**src/rtl/fetch_decode_unit_if.sv**
```systemverilog
// Handshake and program-load bundle between the fetch/decode unit and its environment.
interface fetch_decode_unit_if;
  logic        start;
  logic        stop;
  logic        load_en;
  logic [3:0]  load_addr;
  logic [15:0] load_data;
  logic        eu_ready;
  logic        issue_valid;
  logic [3:0]  opcode;
  logic [3:0]  addr1;
  logic [3:0]  addr2;
  logic [3:0]  addr3;
  logic [3:0]  pc;
  logic        busy;
  logic        halted;

  modport slave (
    input  start, stop, load_en, load_addr, load_data, eu_ready,
    output issue_valid, opcode, addr1, addr2, addr3, pc, busy, halted
  );

  modport master (
    output start, stop, load_en, load_addr, load_data, eu_ready,
    input  issue_valid, opcode, addr1, addr2, addr3, pc, busy, halted
  );
endinterface

```
**src/rtl/fetch_decode_unit.sv**
```systemverilog
// Fetch/decode unit: 16-word imem, IDLE/FETCH/DECODE/ISSUE FSM, valid/ready issue port.
// Optional FDU_HALT_EN: opcode F ends the run in DECODE instead of issuing.
module fetch_decode_unit #(
  parameter logic [3:0] START_PC   = 4'h0,
  parameter int         IMEM_DEPTH = 16
) (
  input  logic          clk,
  input  logic          rst_n,
  fetch_decode_unit_if.slave bus
);

  typedef struct packed {
    logic [3:0] opcode;
    logic [3:0] addr1;
    logic [3:0] addr2;
    logic [3:0] addr3;
  } instr_t;

  typedef enum logic [1:0] {IDLE, FETCH, DECODE, ISSUE} state_t;

  state_t      state_q, state_d;
  logic [3:0]  pc_q, pc_d;
  instr_t      ir_q, ir_d;
  instr_t      dec_q, dec_d;
  logic        vld_q, vld_d;
  logic        stop_q, stop_d;
  logic        is_halt;
  logic        imem_we;
  logic [15:0] imem_q [IMEM_DEPTH];

  // Program memory is deliberately outside reset so a reset never loses the program.
  assign imem_we = (state_q == IDLE) && bus.load_en;

  always_ff @(posedge clk) begin
    if (imem_we) imem_q[bus.load_addr] <= bus.load_data;
  end

`ifdef FDU_HALT_EN
  logic halted_q, halted_d;
  assign is_halt = (ir_q.opcode == 4'hF);

  always_comb begin
    halted_d = halted_q;
    if (state_q == IDLE && bus.start)      halted_d = 1'b0;
    else if (state_q == DECODE && is_halt) halted_d = 1'b1;
  end

  always_ff @(posedge clk or negedge rst_n) begin
    if (!rst_n) halted_q <= 1'b0;
    else        halted_q <= halted_d;
  end

  assign bus.halted = halted_q;
`else
  assign is_halt    = 1'b0;
  assign bus.halted = 1'b0;
`endif

  always_comb begin
    state_d = state_q;
    pc_d    = pc_q;
    ir_d    = ir_q;
    dec_d   = dec_q;
    vld_d   = vld_q;
    stop_d  = stop_q | ((state_q != IDLE) && bus.stop);
    case (state_q)
      IDLE: begin
        if (bus.start) begin
          pc_d    = START_PC;
          state_d = FETCH;
        end
      end
      FETCH: begin
        ir_d    = instr_t'(imem_q[pc_q]);
        state_d = DECODE;
      end
      DECODE: begin
        if (is_halt) begin
          state_d = IDLE;
        end else begin
          dec_d   = ir_q;
          vld_d   = 1'b1;
          state_d = ISSUE;
        end
      end
      ISSUE: begin
        if (bus.eu_ready) begin
          vld_d   = 1'b0;
          pc_d    = pc_q + 4'd1;
          state_d = (stop_q || bus.stop) ? IDLE : FETCH;
        end
      end
      default: state_d = IDLE;
    endcase
    // A pending stop is consumed by the return to IDLE.
    if (state_d == IDLE) stop_d = 1'b0;
  end

  always_ff @(posedge clk or negedge rst_n) begin
    if (!rst_n) begin
      state_q <= IDLE;
      pc_q    <= START_PC;
      ir_q    <= '0;
      dec_q   <= '0;
      vld_q   <= 1'b0;
      stop_q  <= 1'b0;
    end else begin
      state_q <= state_d;
      pc_q    <= pc_d;
      ir_q    <= ir_d;
      dec_q   <= dec_d;
      vld_q   <= vld_d;
      stop_q  <= stop_d;
    end
  end

  assign bus.issue_valid = vld_q;
  assign bus.opcode      = dec_q.opcode;
  assign bus.addr1       = dec_q.addr1;
  assign bus.addr2       = dec_q.addr2;
  assign bus.addr3       = dec_q.addr3;
  assign bus.pc          = pc_q;
  assign bus.busy        = (state_q != IDLE);

endmodule

```
**src/flat_wrapper.sv**
```systemverilog
// flat-port wrapper written by rule: the top's interface ports become plain ports
module fetch_decode_unit_flat 
#(
  parameter logic [3:0] START_PC   = 4'h0,
  parameter int         IMEM_DEPTH = 16
)
  (clk, rst_n, bus_start, bus_stop, bus_load_en, bus_load_addr, bus_load_data, bus_eu_ready, bus_issue_valid, bus_opcode, bus_addr1, bus_addr2, bus_addr3, bus_pc, bus_busy, bus_halted);
  fetch_decode_unit_if bus_i ();
  input  logic clk;
  input  logic rst_n;
  input wire logic [$bits(bus_i.start)-1:0] bus_start;
  input wire logic [$bits(bus_i.stop)-1:0] bus_stop;
  input wire logic [$bits(bus_i.load_en)-1:0] bus_load_en;
  input wire logic [$bits(bus_i.load_addr)-1:0] bus_load_addr;
  input wire logic [$bits(bus_i.load_data)-1:0] bus_load_data;
  input wire logic [$bits(bus_i.eu_ready)-1:0] bus_eu_ready;
  output wire logic [$bits(bus_i.issue_valid)-1:0] bus_issue_valid;
  output wire logic [$bits(bus_i.opcode)-1:0] bus_opcode;
  output wire logic [$bits(bus_i.addr1)-1:0] bus_addr1;
  output wire logic [$bits(bus_i.addr2)-1:0] bus_addr2;
  output wire logic [$bits(bus_i.addr3)-1:0] bus_addr3;
  output wire logic [$bits(bus_i.pc)-1:0] bus_pc;
  output wire logic [$bits(bus_i.busy)-1:0] bus_busy;
  output wire logic [$bits(bus_i.halted)-1:0] bus_halted;
  assign bus_i.start = bus_start;
  assign bus_i.stop = bus_stop;
  assign bus_i.load_en = bus_load_en;
  assign bus_i.load_addr = bus_load_addr;
  assign bus_i.load_data = bus_load_data;
  assign bus_i.eu_ready = bus_eu_ready;
  assign bus_issue_valid = bus_i.issue_valid;
  assign bus_opcode = bus_i.opcode;
  assign bus_addr1 = bus_i.addr1;
  assign bus_addr2 = bus_i.addr2;
  assign bus_addr3 = bus_i.addr3;
  assign bus_pc = bus_i.pc;
  assign bus_busy = bus_i.busy;
  assign bus_halted = bus_i.halted;
  fetch_decode_unit #(.START_PC(START_PC), .IMEM_DEPTH(IMEM_DEPTH)) u_core (.clk(clk), .rst_n(rst_n), .bus(bus_i));
endmodule
```
**config.mk**
```make
export PLATFORM = sky130hd
export DESIGN_NAME = fetch_decode_unit_flat
export DESIGN_NICKNAME = d
export VERILOG_FILES = /design/src/rtl/fetch_decode_unit_if.sv /design/src/rtl/fetch_decode_unit.sv /design/src/flat_wrapper.sv
export SDC_FILE = /design/constraint.sdc
export NUM_CORES = 1
export LEC_CHECK = 0
export CORE_ASPECT_RATIO = 1.1
export CORE_UTILIZATION = 54
export CTS_CLUSTER_DIAMETER = 100
export DETAILED_ROUTE_END_ITERATION = 8
export PLACE_DENSITY = 0.84
export SYNTH_ARGS = -nofsm -noshare
export SYNTH_HDL_FRONTEND = slang
export SYNTH_SLANG_ARGS = --single-unit
```
**constraint.sdc**
```tcl
create_clock -name clk -period 2.45 [get_ports clk]
set_input_delay 0.49 -clock clk [delete_from_list [all_inputs] [get_ports clk]]
set_output_delay 0.49 -clock clk [all_outputs]
set_load 0.005 [all_outputs]
```
==> impl_results.md <==
* Metal2 WL at 12,610 um
* CP endpoint kind: output port
* Initial antenna violation count at 0
* Fin crit period at 2346 ps
* Syn Nets at 712
* Largest net degree at the start of global routing at 41
* Post-route ant nets at 0
* Initial Utilization at 55.67%
* H-Tree Depth at 1
* Core Box Area at 20,850 um^2
* Die Wd at 141.8 um
* Seq cells post-synth at 296
* TritonRoute pass-1 iters at 5
* Clock tree root buffer cell: clkbuf_16
* Most frequent cells in the layout: 256 x edfxtp_1, 129 x mux2i_1, 63 x nor2_1, 48 x o22ai_1, 46 x clkdlybuf4s50_1
* Commonest non-fill, non-tap cell in the layout: edfxtp_1
* Final Wtd Congestion at 0.8375
* Worst Hold Class: primary input to async pin
* Area contributors post-synth: edfxtp_1 66%, mux2i_1 11%, dfrtp_1 8.6%, o22ai_1 2.6%, nor2_1 2.0%
* Mean Syn Cell Area at 16.95 um^2
* Worst-Skew Late Latency at 530 ps
* CP max stage delay at 740 ps
* Levels on crit path at 1
* Compound-Gate Fraction of Synth Area at 3.018%
* Clock skew at 15.84 ps
* Final period util at 95.76%
* CP delay by family, top: flip-flops
* Placed cell count at 1,015
* CTS tree: done
* Setup TNS at 0 ps
* Post-route insts no fill at 1,067
* FF-to-FF End: u_core.imem_q[12][0]
* Global-route wire length before repair at 37,860 um
* Crit path cell chain: clkdlybuf4s50_1
* Highest clock rate at 0.4262 GHz
* Max clock buf depth at 3
* Reg2reg start: u_core.state_q[1]
* Status: finished clean
* Xor/xnor share of the synthesized area at 0.07546%
* Adder-Cell Fraction of Synth Area at 0.1078%
* Clock sink count at 296
* Distinct cell type count after synthesis at 33
* Startpoint types: flip-flop
* Post-CTS setup buffer count at 0
* Unrepaired setup endpoints after global routing: false
* Hpwl dp at 15,210 um
* Detailed-route wire length at 24,860 um
* Clock slew at reported path FFs at 60 ps
* Post-Syn Area at 11,610 um^2
* Critical Path End: bus_pc[0]
* Cell area power density at 1052 nW/um^2
* Crit path max-delay cell type: dfrtp_4
* IO Pins at 49
* Met3 WL at 1876 um
* Worst-Margin Slew at 934.6 ps
* Share of cells above drive strength 1 at 14.58%
* Routed vias at 6,454
* Worst path bufs/invs at 1
* Die area at 22,090 um^2
* Hold Violations, Final at 0
* Post-synthesis mux area share at 12.68%
* Worst vdd ir at 0.4753 mV
* # DRC at 0
* Drt wl/cell at 23.30 um
* Simple-gate share of the synthesized area at 6.608%
* Yosys warning total at 0
* Worst EP required at 1960 ps
* Final core occ at 64.26%
* Cells after synthesis at 685
* Maxcap violations at 0
* Synth top area share at 66.23%
* Setup crit start: u_core.bus.pc[0]
* Critical path class: flip-flop to output port
* Port bufs at 47
* All-Layer GR Usage at 23.02%
* CP Max Fanout at 24
* Yosys top cell by area: edfxtp_1
* Max transition margin at 37.69%
* Max-slew violations at 0
* Area Growth Syn to Fin at 15.44%
* Uppermost layer routed: met4
* Seq/Total Area, Yosys at 74.85%
* Worst r2r path cells at 5
* Main combinational cell family by area after synthesis: multiplexers
* Vias/cell at 6.049
* Std cell rows at 55
* Routed met1 length at 9820 um
* Inserted Diodes at 0
* Worst EP arrival at 1860 ps
* Post-CTS sizing at 0
* Iter 0 DRT Violations at 738
* Vias in the first global route at 6,589
* Inserted Clock Buffers at 28
* Die height at 155.8 um
* # setup viols final at 0
* Final net count at 787
* Setup slack, reg-to-reg at 300 ps
* Hold_buf cts at 0
* GR Overflow Total at 0
* Static Leak at 4.713 nW
[sequential cells by signal (all words and copies together) (netlist names)]
name / flops
u_core.bus.addr1: 4
u_core.bus.addr2: 4
u_core.bus.addr3: 4
u_core.bus.issue_valid: 1
u_core.bus.opcode: 4
u_core.bus.pc: 4
u_core.imem_q: 256
u_core.ir_q: 16
u_core.state_q: 2
u_core.stop_q: 1
[where the power goes]
| part | switching, W | total (W) | internal, W |
|---|---|---|---|
| sequential | 0.000377 | 0.00624 | 0.00586 |
| combinational | 0.00196 | 0.00373 | 0.00177 |
| clock | 0.00174 | 0.00413 | 0.00239 |
| total | 0.00408 | 0.0141 | 0.0100 |
[synthesized netlist by cell type]
master,n
edfxtp_1,256
mux2i_1,129
nor2_1,63
o22ai_1,48
dfrtp_1,40
nor3_1,30
mux2_2,16
buf_6,15
nor4_1,11
buf_2,10
nand2_1,10
buf_4,9
nand2b_1,7
nor3_2,7
a21oi_1,6
nor4_2,5
clkbuf_1,4
a211oi_1,2
nand4_1,2
nand4b_1,2
and3_1,1
conb_1,1
ha_1,1
inv_1,1
nand2_4,1
nand3_1,1
nor2_4,1
nor2b_4,1
nor3b_1,1
o21ai_0,1
or2_1,1
or3_1,1
xor2_1,1
[logic make-up (layout without fill, tap and decap cells)]
kind of cell,after synthesis,count (layout)
muxes,145,145
and+or+nand+nor,145,145
AOI/OAI and AO/OA,57,57
xor gates and xnor gates,1,1
other,1,1
buffers and inverters,39,136
DFF,296,296
adders and majority gates,1,1
[final cells by class]
| type | instances | area, um^2 |
|---|---|---|
| inverter | 1 | 3.754 |
| sequential | 296 | 8692 |
| multi-input combinational | 350 | 2629 |
| tap | 285 | 356.6 |
| clock buffer | 39 | 803.3 |
| timing repair buffer | 83 | 823.3 |
| fill | 1352 | 7452 |
| clock inverter | 13 | 91.34 |
[how the worst min path moves through the flow]
stage / start / to / slack, ps / cells after the start
detailed placement: u_core.bus.issue_valid / u_core.bus.issue_valid / 490 / 2
CTS: rst_n / u_core.state_q[1] / 110 / 1
global placement: u_core.bus.issue_valid / u_core.bus.issue_valid / 460 / 2
floorplan: rst_n / u_core.bus.addr1[0] / 190 / 0
global route: rst_n / u_core.state_q[1] / 160 / 1
finish: rst_n / u_core.state_q[1] / 100 / 1
[through the flow]
stage	total power (W)	instance area [um^2]	hold slack [ps]	setup WS (ps)
detailed placement	0.01001	12500	485.1	142.5
CTS	0.01415	13400	110.6	87.29
global placement	0.009873	12500	462.1	225.5
finish	0.01410	13400	100.8	103.9
global route	0.01462	13400	159.9	56.39
floorplan	0.008954	11620	194.4	198.8
[per-layer routing]
metal / vias up / GRT usage (%)
met5: - / 0
met4: 0 / 7.834
met3: 47 / 3.069
met2: 329 / 39.53
met1: 3273 / 30.40
li1: 2805 / -
No activity file was read; power rests on OpenSTA's default activity.
